<file path="config.mk">
export PLATFORM = sky130hd
export DESIGN_NAME = uart_rx_flat
export DESIGN_NICKNAME = d
export VERILOG_FILES = /design/src/rtl/uart_pkg.sv /design/src/rtl/uart_rx_if.sv /design/src/rtl/uart_baud_tick.sv /design/src/rtl/uart_rx.sv /design/src/flat_wrapper.sv
export SDC_FILE = /design/constraint.sdc
export NUM_CORES = 1
export LEC_CHECK = 0
export CAP_MARGIN = 5
export CORE_AREA = 5 5 93 95
export CTS_BUF_LIST = sky130_fd_sc_hd__clkbuf_4 sky130_fd_sc_hd__clkbuf_8
export DETAILED_ROUTE_END_ITERATION = 6
export DIE_AREA = 0 0 98 100
export DONT_BUFFER_PORTS = 1
export MAX_ROUTING_LAYER = met4
export PLACE_DENSITY_LB_ADDON = 0.1
export RECOVER_POWER = 50
export SYNTH_ARGS = -nofsm -noshare
export SYNTH_HDL_FRONTEND = slang
export SYNTH_SLANG_ARGS = --single-unit
</file>
<file path="constraint.sdc">
create_clock -name clk -period 2.5 [get_ports clk]
set_input_delay 0.375 -clock clk [delete_from_list [all_inputs] [get_ports clk]]
set_output_delay 0.375 -clock clk [all_outputs]
set_load 0.02 [all_outputs]
</file>
<file path="src/rtl/uart_pkg.sv">
// rtl/uart_pkg.sv - shared UART types and constants
// Contents:
//   rx_state_t  receiver FSM states
//   OVERSAMPLE  baud ticks per bit
//   MID_SAMPLE  tick within the start bit used to qualify it
package uart_pkg;

  typedef enum logic [2:0] {
    IDLE,
    START,
    DATA,
    STOP,
    BREAK
  } rx_state_t;

  localparam int OVERSAMPLE = 16;
  localparam int MID_SAMPLE = 8;

endpackage

</file>
<file path="src/rtl/uart_rx_if.sv">
// rtl/uart_rx_if.sv - valid/ready byte stream from the UART receiver
// Signals:
//   rx_data   received byte, stable while rx_valid is high
//   rx_valid  rx_data holds an unconsumed byte
//   rx_ready  consumer accepts the byte when rx_valid && rx_ready
// Modports: master (receiver side), slave (consumer side)
interface uart_rx_if #(
  parameter int DATA_BITS = 8
);

  logic [DATA_BITS-1:0] rx_data;
  logic                 rx_valid;
  logic                 rx_ready;

  modport master (output rx_data, output rx_valid, input rx_ready);
  modport slave  (input rx_data, input rx_valid, output rx_ready);

endinterface

</file>
<file path="src/rtl/uart_baud_tick.sv">
// rtl/uart_baud_tick.sv - oversample tick generator
// Ports:
//   clk, reset  clock and synchronous active-high reset
//   clr         restart the period from 0 (aligns tick phase to an event)
//   baud_div    tick period minus 1, in clk cycles
//   tick        one-cycle pulse when the count reaches baud_div
module uart_baud_tick #(
  parameter int DIV_W = 16
) (
  input  logic             clk,
  input  logic             reset,
  input  logic             clr,
  input  logic [DIV_W-1:0] baud_div,
  output logic             tick
);

  logic [DIV_W-1:0] cnt;

  assign tick = (cnt == baud_div);

  always_ff @(posedge clk) begin
    if (reset || clr || tick) begin
      cnt <= '0;
    end else begin
      cnt <= cnt + DIV_W'(1);
    end
  end

endmodule

</file>
<file path="src/rtl/uart_rx.sv">
// rtl/uart_rx.sv - 16x oversampled UART receiver (8N1-style, DATA_BITS data bits)
// Ports:
//   clk, reset   clock and synchronous active-high reset
//   baud_div     oversample tick period minus 1; static while busy
//   rx_in        asynchronous serial line, idles high
//   rx_bus       received byte stream (master side)
//   frame_err    one-cycle pulse when the stop bit samples 0
//   overrun_err  one-cycle pulse when a good byte finds the holding register full
//   busy         receiver not idle
module uart_rx #(
  parameter int DATA_BITS = 8,
  parameter int DIV_W     = 16
) (
  input  logic             clk,
  input  logic             reset,
  input  logic [DIV_W-1:0] baud_div,
  input  logic             rx_in,
  uart_rx_if.master        rx_bus,
  output logic             frame_err,
  output logic             overrun_err,
  output logic             busy
);
  import uart_pkg::*;

  localparam int IDX_W = (DATA_BITS > 1) ? $clog2(DATA_BITS) : 1;

  rx_state_t            state, state_next;
  logic                 rx_meta, rx_s;
  logic                 tick, tick_clr;
  logic [3:0]           tick_cnt, tick_cnt_next;
  logic [IDX_W-1:0]     bit_idx, bit_idx_next;
  logic [DATA_BITS-1:0] shift, shift_next;
  logic                 good_stop, bad_stop;
  logic [DATA_BITS-1:0] data_q;
  logic                 valid_q;

  // Both flops reset high so a reset never looks like a start edge.
  always_ff @(posedge clk) begin
    if (reset) begin
      rx_meta <= 1'b1;
      rx_s    <= 1'b1;
    end else begin
      rx_meta <= rx_in;
      rx_s    <= rx_meta;
    end
  end

  uart_baud_tick #(.DIV_W(DIV_W)) u_tick (
    .clk      (clk),
    .reset    (reset),
    .clr      (tick_clr),
    .baud_div (baud_div),
    .tick     (tick)
  );

  always_ff @(posedge clk) begin
    if (reset) begin
      state    <= IDLE;
      tick_cnt <= '0;
      bit_idx  <= '0;
      shift    <= '0;
    end else begin
      state    <= state_next;
      tick_cnt <= tick_cnt_next;
      bit_idx  <= bit_idx_next;
      shift    <= shift_next;
    end
  end

  always_comb begin
    state_next    = state;
    tick_clr      = 1'b0;
    tick_cnt_next = tick_cnt;
    bit_idx_next  = bit_idx;
    shift_next    = shift;
    good_stop     = 1'b0;
    bad_stop      = 1'b0;
    case (state)
      IDLE: begin
        if (!rx_s) begin
          state_next    = START;
          tick_clr      = 1'b1;
          tick_cnt_next = '0;
        end
      end
      START: begin
        if (tick) begin
          if (tick_cnt == 4'(MID_SAMPLE - 1)) begin
            // Line back high at mid start bit: a glitch, not a frame.
            state_next    = rx_s ? IDLE : DATA;
            tick_cnt_next = '0;
            bit_idx_next  = '0;
          end else begin
            tick_cnt_next = tick_cnt + 4'd1;
          end
        end
      end
      DATA: begin
        if (tick) begin
          // 4-bit counter wraps to 0 on the 16th tick, restarting the bit.
          tick_cnt_next = tick_cnt + 4'd1;
          if (tick_cnt == 4'(OVERSAMPLE - 1)) begin
            shift_next = {rx_s, shift[DATA_BITS-1:1]};
            if (bit_idx == IDX_W'(DATA_BITS - 1)) begin
              state_next = STOP;
            end else begin
              bit_idx_next = bit_idx + IDX_W'(1);
            end
          end
        end
      end
      STOP: begin
        if (tick) begin
          tick_cnt_next = tick_cnt + 4'd1;
          if (tick_cnt == 4'(OVERSAMPLE - 1)) begin
            // Re-arm at mid stop bit so back-to-back frames are caught.
            good_stop  = rx_s;
            bad_stop   = !rx_s;
            state_next = rx_s ? IDLE : BREAK;
          end
        end
      end
      BREAK: begin
        if (rx_s) begin
          state_next = IDLE;
        end
      end
      default: state_next = IDLE;
    endcase
  end

  // Holding register: an accept in the delivery cycle frees the slot,
  // so the new byte replaces the old one instead of overrunning.
  always_ff @(posedge clk) begin
    if (reset) begin
      data_q      <= '0;
      valid_q     <= 1'b0;
      frame_err   <= 1'b0;
      overrun_err <= 1'b0;
    end else begin
      frame_err   <= bad_stop;
      overrun_err <= 1'b0;
      if (good_stop) begin
        if (!valid_q || rx_bus.rx_ready) begin
          data_q  <= shift;
          valid_q <= 1'b1;
        end else begin
          overrun_err <= 1'b1;
        end
      end else if (valid_q && rx_bus.rx_ready) begin
        valid_q <= 1'b0;
      end
    end
  end

  assign rx_bus.rx_data  = data_q;
  assign rx_bus.rx_valid = valid_q;
  assign busy            = (state != IDLE);

endmodule
</file>
<file path="src/flat_wrapper.sv">
// flat-port wrapper written by rule: the top's interface ports become plain ports
module uart_rx_flat import uart_pkg::*;
#(
  parameter int DATA_BITS = 8,
  parameter int DIV_W     = 16
)
  (clk, reset, baud_div, rx_in, frame_err, overrun_err, busy, rx_bus_rx_data, rx_bus_rx_valid, rx_bus_rx_ready);
  uart_rx_if #(.DATA_BITS(DATA_BITS)) rx_bus_i ();
  input  logic clk;
  input  logic reset;
  input  logic [DIV_W-1:0] baud_div;
  input  logic rx_in;
  output logic frame_err;
  output logic overrun_err;
  output logic busy;
  output wire logic [$bits(rx_bus_i.rx_data)-1:0] rx_bus_rx_data;
  output wire logic [$bits(rx_bus_i.rx_valid)-1:0] rx_bus_rx_valid;
  input wire logic [$bits(rx_bus_i.rx_ready)-1:0] rx_bus_rx_ready;
  assign rx_bus_rx_data = rx_bus_i.rx_data;
  assign rx_bus_rx_valid = rx_bus_i.rx_valid;
  assign rx_bus_i.rx_ready = rx_bus_rx_ready;
  uart_rx #(.DATA_BITS(DATA_BITS), .DIV_W(DIV_W)) u_core (.clk(clk), .reset(reset), .baud_div(baud_div), .rx_in(rx_in), .rx_bus(rx_bus_i), .frame_err(frame_err), .overrun_err(overrun_err), .busy(busy));
endmodule
</file>
After elaboration in Yosys (flattened, before gate mapping)

Index checks and enable logic that the tools add are counted.

Flip-flop bits (word level): 47
Logic and storage cells: 90

$add $sub $neg: 3
Equal/unequal tests: 20
Multiplexer cells: 32
Bitwise logic cells: 4
Reductions and logical operators: 20

Operator list:

| operator                | number |
|---|---|
| $mux W3                 | 15 |
| $add A16 B1 Y16 const B | 1 |
| $eq A16 B16 Y1          | 1 |
| $mux W4                 | 4 |
| $pmux W3 S5             | 1 |
| $ne A2 B1 Y1 const B    | 6 |
| $ne A2 B2 Y1 const B    | 6 |
| $pmux W4 S3             | 1 |
| $mux W1                 | 9 |
| $reduce_and A9 Y1       | 1 |
| $eq A3 B2 Y1 const B    | 2 |
| $eq A3 B3 Y1 const B    | 2 |
| $pmux W3 S2             | 1 |
| $reduce_and A6 Y1       | 1 |
| $reduce_bool A3 Y1      | 2 |
| $add A4 B1 Y4 const B   | 1 |
| $eq A4 B3 Y1 const B    | 1 |
| $eq A4 B4 Y1 const B    | 1 |
| $not A1 Y1              | 4 |
| $reduce_and A2 Y1       | 2 |
| $reduce_and A4 Y1       | 1 |
| $reduce_bool A2 Y1      | 2 |
| $reduce_or A2 Y1        | 2 |
| $reduce_or A4 Y1        | 1 |
| 8 further kinds         | 11 |

Depth between registers and ports, before layout

Word-level depth: 6
Depth in mapped cells: 7
Depth with buffers taken out: 6

Modules after synthesis

From an unflattened synthesis, not the netlist that was laid out.

Cell total of the unflattened synthesis: 267
Area, all modules: 2463.6 µm²

Modules (own cells, without submodules):

| module         | instances | cells an instance | area an instance (µm²) | sequential area each (µm²) |
|---|---|---|---|---|
| uart_rx        | 1         | 168               | 1545.2                 | 620.6 |
| uart_baud_tick | 1         | 99                | 918.4                  | 320.3 |

Worst setup path before layout

No wires, ideal clock.

Path type: reg2reg
From: register u_core.u_tick.cnt[4]
To: register u_core.tick_cnt[0]
Setup time: 70 ps
Data arrival time: 1712 ps
Required time: 2430 ps
Setup slack: 717 ps
Stages on the path, launching flop included: 7
Period minus slack after synthesis: 1783 ps
Cell sequence: dfxtp_1 > buf_6 > xor2_1 > nor4_2 > nand4_2 > or4_1 > a21oi_1

Word-level cells in the longest chain between the ends: 3
Elaborated cells between the ends (all ways): 4
Those cells by class: eq/ne (3); reduce/logical (1)

Ends and longest elaborated chain:

| element                                                       | line                 | text |
|---|---|---|
| start: declaration                                            | uart_baud_tick.sv:17 | `logic [DIV_W-1:0] cnt;` |
| start signal: assignment                                      | uart_baud_tick.sv:25 | `cnt <= cnt + DIV_W'(1);` |
| $eq A16 B16 Y1 (*)                                            | uart_baud_tick.sv:19 | `assign tick = (cnt == baud_div);` |
| $ne A2 B2 Y1 (no line) / $ne A2 B1 Y1 (equally long branches) | --                   |  |
| $reduce_and A4 Y1 (no line) (*)                               | --                   |  |
| end signal: assignment                                        | uart_rx.sv:64        | `tick_cnt <= tick_cnt_next;` |
| end: declaration                                              | uart_rx.sv:30        | `logic [3:0] tick_cnt, tick_cnt_next;` |

Mark *: on every way between the ends. The rest lies on a longest branch, timed or not.
A chain may end at the register's enable or synchronous reset.

Worst setup path after layout

From: register u_core.u_tick.cnt[5]
To: register u_core.bit_idx[0]

Word-level cells in the longest chain between the ends: 3
Elaborated cells between the ends (all ways): 4
Those cells by class: eq/ne (3); reduce/logical (1)

Ends and longest elaborated chain:

| element                         | line                 | text |
|---|---|---|
| $eq A16 B16 Y1 (*)              | uart_baud_tick.sv:19 |  |
| $ne A2 B2 Y1 (no line)          | --                   |  |
| $reduce_and A6 Y1 (no line) (*) | --                   |  |
| end signal: assignment          | uart_rx.sv:65        | `bit_idx <= bit_idx_next;` |
| end: declaration                | uart_rx.sv:31        | `logic [IDX_W-1:0] bit_idx, bit_idx_next;` |

Marked as above.

==> summary.md <==
| Metric | Value |
|---|---|
| Post-synth top cells | dfxtp_1, xor2_1, nor2_1, a21oi_1, nand4_1 |
| Reg2Reg Setup Slack | 0.37 ns |
| Htree depth | 2 |
| Core footprint | about 7600 um^2 |
| Post-synth ARST share | 0% |
| RePlAce Congestion | approximately 0.80 |
| Fmax | between 400 and 500 MHz |
| Clock buffer depth | 2 |
| Hold path startpoint | reset |
| Period utilization | roughly 85% |
| Cell count after synthesis | 260 |
| Clock-pin slew on the worst setup and hold paths | 0.09 ns |
| # DRC | 0 |
| RSZ-0062 raised after global routing | no |
| Worst-Margin Slew | a little under 0.6 ns |
| PwrDens | roughly 570 nW/um^2 |
| Synth-to-Final Area Change | 8.86% |
| Worst hold slack | 0.137 ns |
| FP Rows | 32 |
| Syn Area/Cell | approximately 8.6 um^2 |
| # port buffers | 0 |
| Initial antenna violation count | 0 |
| Global route overflow | 0 |
| Largest net degree at the start of global routing | 32 |
| Max-Cap Viols | 0 |
| Final min period | 2.13 ns |
| TritonRoute pass-1 iters | 4 |
| Final Max Tran Viols | 0 |
| CTS sink count | between 40 and 50 |
| Prevailing post-synth register cell | dfxtp_1 |
| Met3 Resource Use GR | about 2.8% |
| Share of cells above drive strength 1 | 9.02% |
| TritonCTS clock tree | done |
| CTS root buf | clkbuf_8 |
| Setup TNS | 0 ns |
| HP Class | in2reg |
| Worst EP required | approximately 2.8 ns |
| Post-DR wirelength/cell | 14.2 um |
| Final ANT Viol Nets | 0 |
| Hold depth | 1 |
| Setup Buffers After CTS | 0 |
| Mapped cell area | between 2000 and 2500 um^2 |
| Via Count | around 1800 |
| Leakage Power | between 0.8 and 0.9 nW |
| # IOs | 32 |
| Worst Setup End Kind | flop |
| Worst Hold Path EP | u_core.shift[0] |
| Clk Latency, worst-skew pair | roughly 0.3 ns |
| Final setup viols | 0 |
| Top post-synthesis cells by area | dfxtp_1, xor2_1, nand4_1 |
| Worst R2R Path Depth | 6 |
| Routing usage on met2 | around 17% |
| Post-synthesis register bit count | 47 |
| Count leader, synth | dfxtp_1 |
| Initial Util | 29.4% |
| Synth Warn # | 0 |
| Syn Nets | about 280 |
| Post-synthesis cell type count | 41 |
| CTS resizes | 0 |
| Endpoints failing hold | 0 |
| Sequential element share of the synthesized area | between 40% and 50% |
| WS Path Type | reg2reg |
| Synth top area share | a little over two fifths |
| Initial drt markers | roughly 130 |
| Die Area | slightly below 10000 um^2 |
| GR met1 Demand/Resource | ~14% |
| Crit Path Max Fanout | 20 |
| Hold buffers post-CTS | 0 |
| Vias in the first global route | about 1800 |
| Leading area contributor after synthesis | dfxtp_1 |
| Global-route wire length before repair | approximately 8500 um |
| Crit path launch type | flop |
| RR Endpoint | u_core.bit_idx[0] |
| Pre-CTS setup slack | around 0.38 ns |
| Total Nets Final | approximately 280 |
| Post-route setup slack | 0.366 ns |
| Status | complete, no violations |
| Critical path arrival | ~2.4 ns |
| Cts bufs inserted | 5 |
| Clock skew | roughly 0.009 ns |
| Via/cell ratio | 5.04 |
| Worst relative slew slack | 61.2% |
| Gr usage total | 10.9% |
| Number of flops mapped to enable cells by yosys | 0 |
| Gr busiest metal | met2 |
| VDD IR max | about 0.00025 V |
| Antenna diode count | 0 |
| HPWL after detailed placement | ~3500 um |
| Die Width | slightly below 100 um |
| R2r startpoint | u_core.u_tick.cnt[5] |
| Die height | around 100 um |
| Drt total wl | a little over 5000 um |
report_power, final:
group | switching (W) | internal [W]
registers | 0.00000908 | 0.000754
logic | 0.0000251 | 0.0000184
clock network | 0.000262 | 0.000324
flip-flops by register name, indices dropped and copies added (netlist names):
name / cells
u_core.u_tick.cnt: 16
u_core.rx_bus.rx_data: 8
u_core.shift: 8
u_core.tick_cnt: 4
u_core.bit_idx: 3
u_core.state: 3
u_core.frame_err: 1
u_core.overrun_err: 1
u_core.rx_bus.rx_valid: 1
u_core.rx_meta: 1
u_core.rx_s: 1
cells in the final DEF, fill, tap and decap left out, drive strengths merged, types with 2 or more instances in the layout:
cell type,Yosys,layout
or3,3,3
nand2,10,10
nor2,23,23
xor2,24,24
nand2b,2,2
inv,5,5
buf,5,3
a22o,2,2
ha,4,4
o21ai,21,21
and4,2,2
o211ai,3,3
and3,4,4
nand4,22,22
nand3,10,10
mux2,2,2
clkbuf,12,7
nor4,7,7
o22ai,2,2
dfxtp,47,47
or2,3,3
xnor2,5,5
nor2b,2,2
nor3,7,7
nor3b,2,2
a21oi,21,21
how the worst max path moves through the flow:
stage                              start                  to  slack (ns)  cells past startpoint
floorplan           u_core.u_tick.cnt[4]  u_core.tick_cnt[0]        0.72                      6
global placement    u_core.u_tick.cnt[5]   u_core.bit_idx[0]        0.37                      6
detailed placement  u_core.u_tick.cnt[5]   u_core.bit_idx[0]        0.38                      6
CTS                 u_core.u_tick.cnt[5]   u_core.bit_idx[0]        0.34                      6
global route        u_core.u_tick.cnt[5]   u_core.bit_idx[0]        0.18                      6
finish              u_core.u_tick.cnt[5]   u_core.bit_idx[0]        0.37                      6
per-layer routing:
| metal | up-vias | routed length (um) |
|---|---|---|
| li1 | 919 | - |
| met1 | 846 | 2440 |
| met2 | 29 | 2350 |
| met3 | 7 | 224 |
| met4 | 0 | 46 |
| met5 | - | 0 |
cells by family (layout without fill, tap and decap cells):
family	after synthesis	count (layout)	synth area share [%]
and+or+nand+nor	101	101	25.5
AOI/OAI and AO/OA	55	55	13.9
xor gates and xnor gates	29	29	11.3
buffers and inverters	22	17	4.12
DFF	47	47	41.9
adders and majority gates	4	4	2.23
muxes	2	2	1.00
critical path: stages, from the launching register on:
cell,delay [ns]
dfxtp_1,0.38
xor2_1,0.19
nor4_2,0.44
nand4_2,0.26
buf_4,0.29
nor3_1,0.32
mux2_2,0.21
cell type report:
type                            instances  area [um^2]
Inverter                                5         18.8
Fill cell                             806         5200
Tap cell                              102          128
Clock buffer                            6         82.6
Multi-Input combinational cell        191         1210
Clock inverter                          2         35.0
Timing Repair Buffer                    4         27.5
Sequential cell                        47          941
per-stage QoR:
step / util [%] / power, W / cells / area [um^2]
after floorplan: - / 0.000821 / 260 / 2240
after global placement: 30.4 / 0.000827 / 349 / 2330
after detailed placement: 30.4 / 0.000825 / 349 / 2330
after CTS: 32.0 / 0.00141 / 357 / 2450
after global routing: 32.0 / 0.00145 / 357 / 2440
final: 32.0 / 0.00139 / 357 / 2440
(Power assumes the default switching activity.)
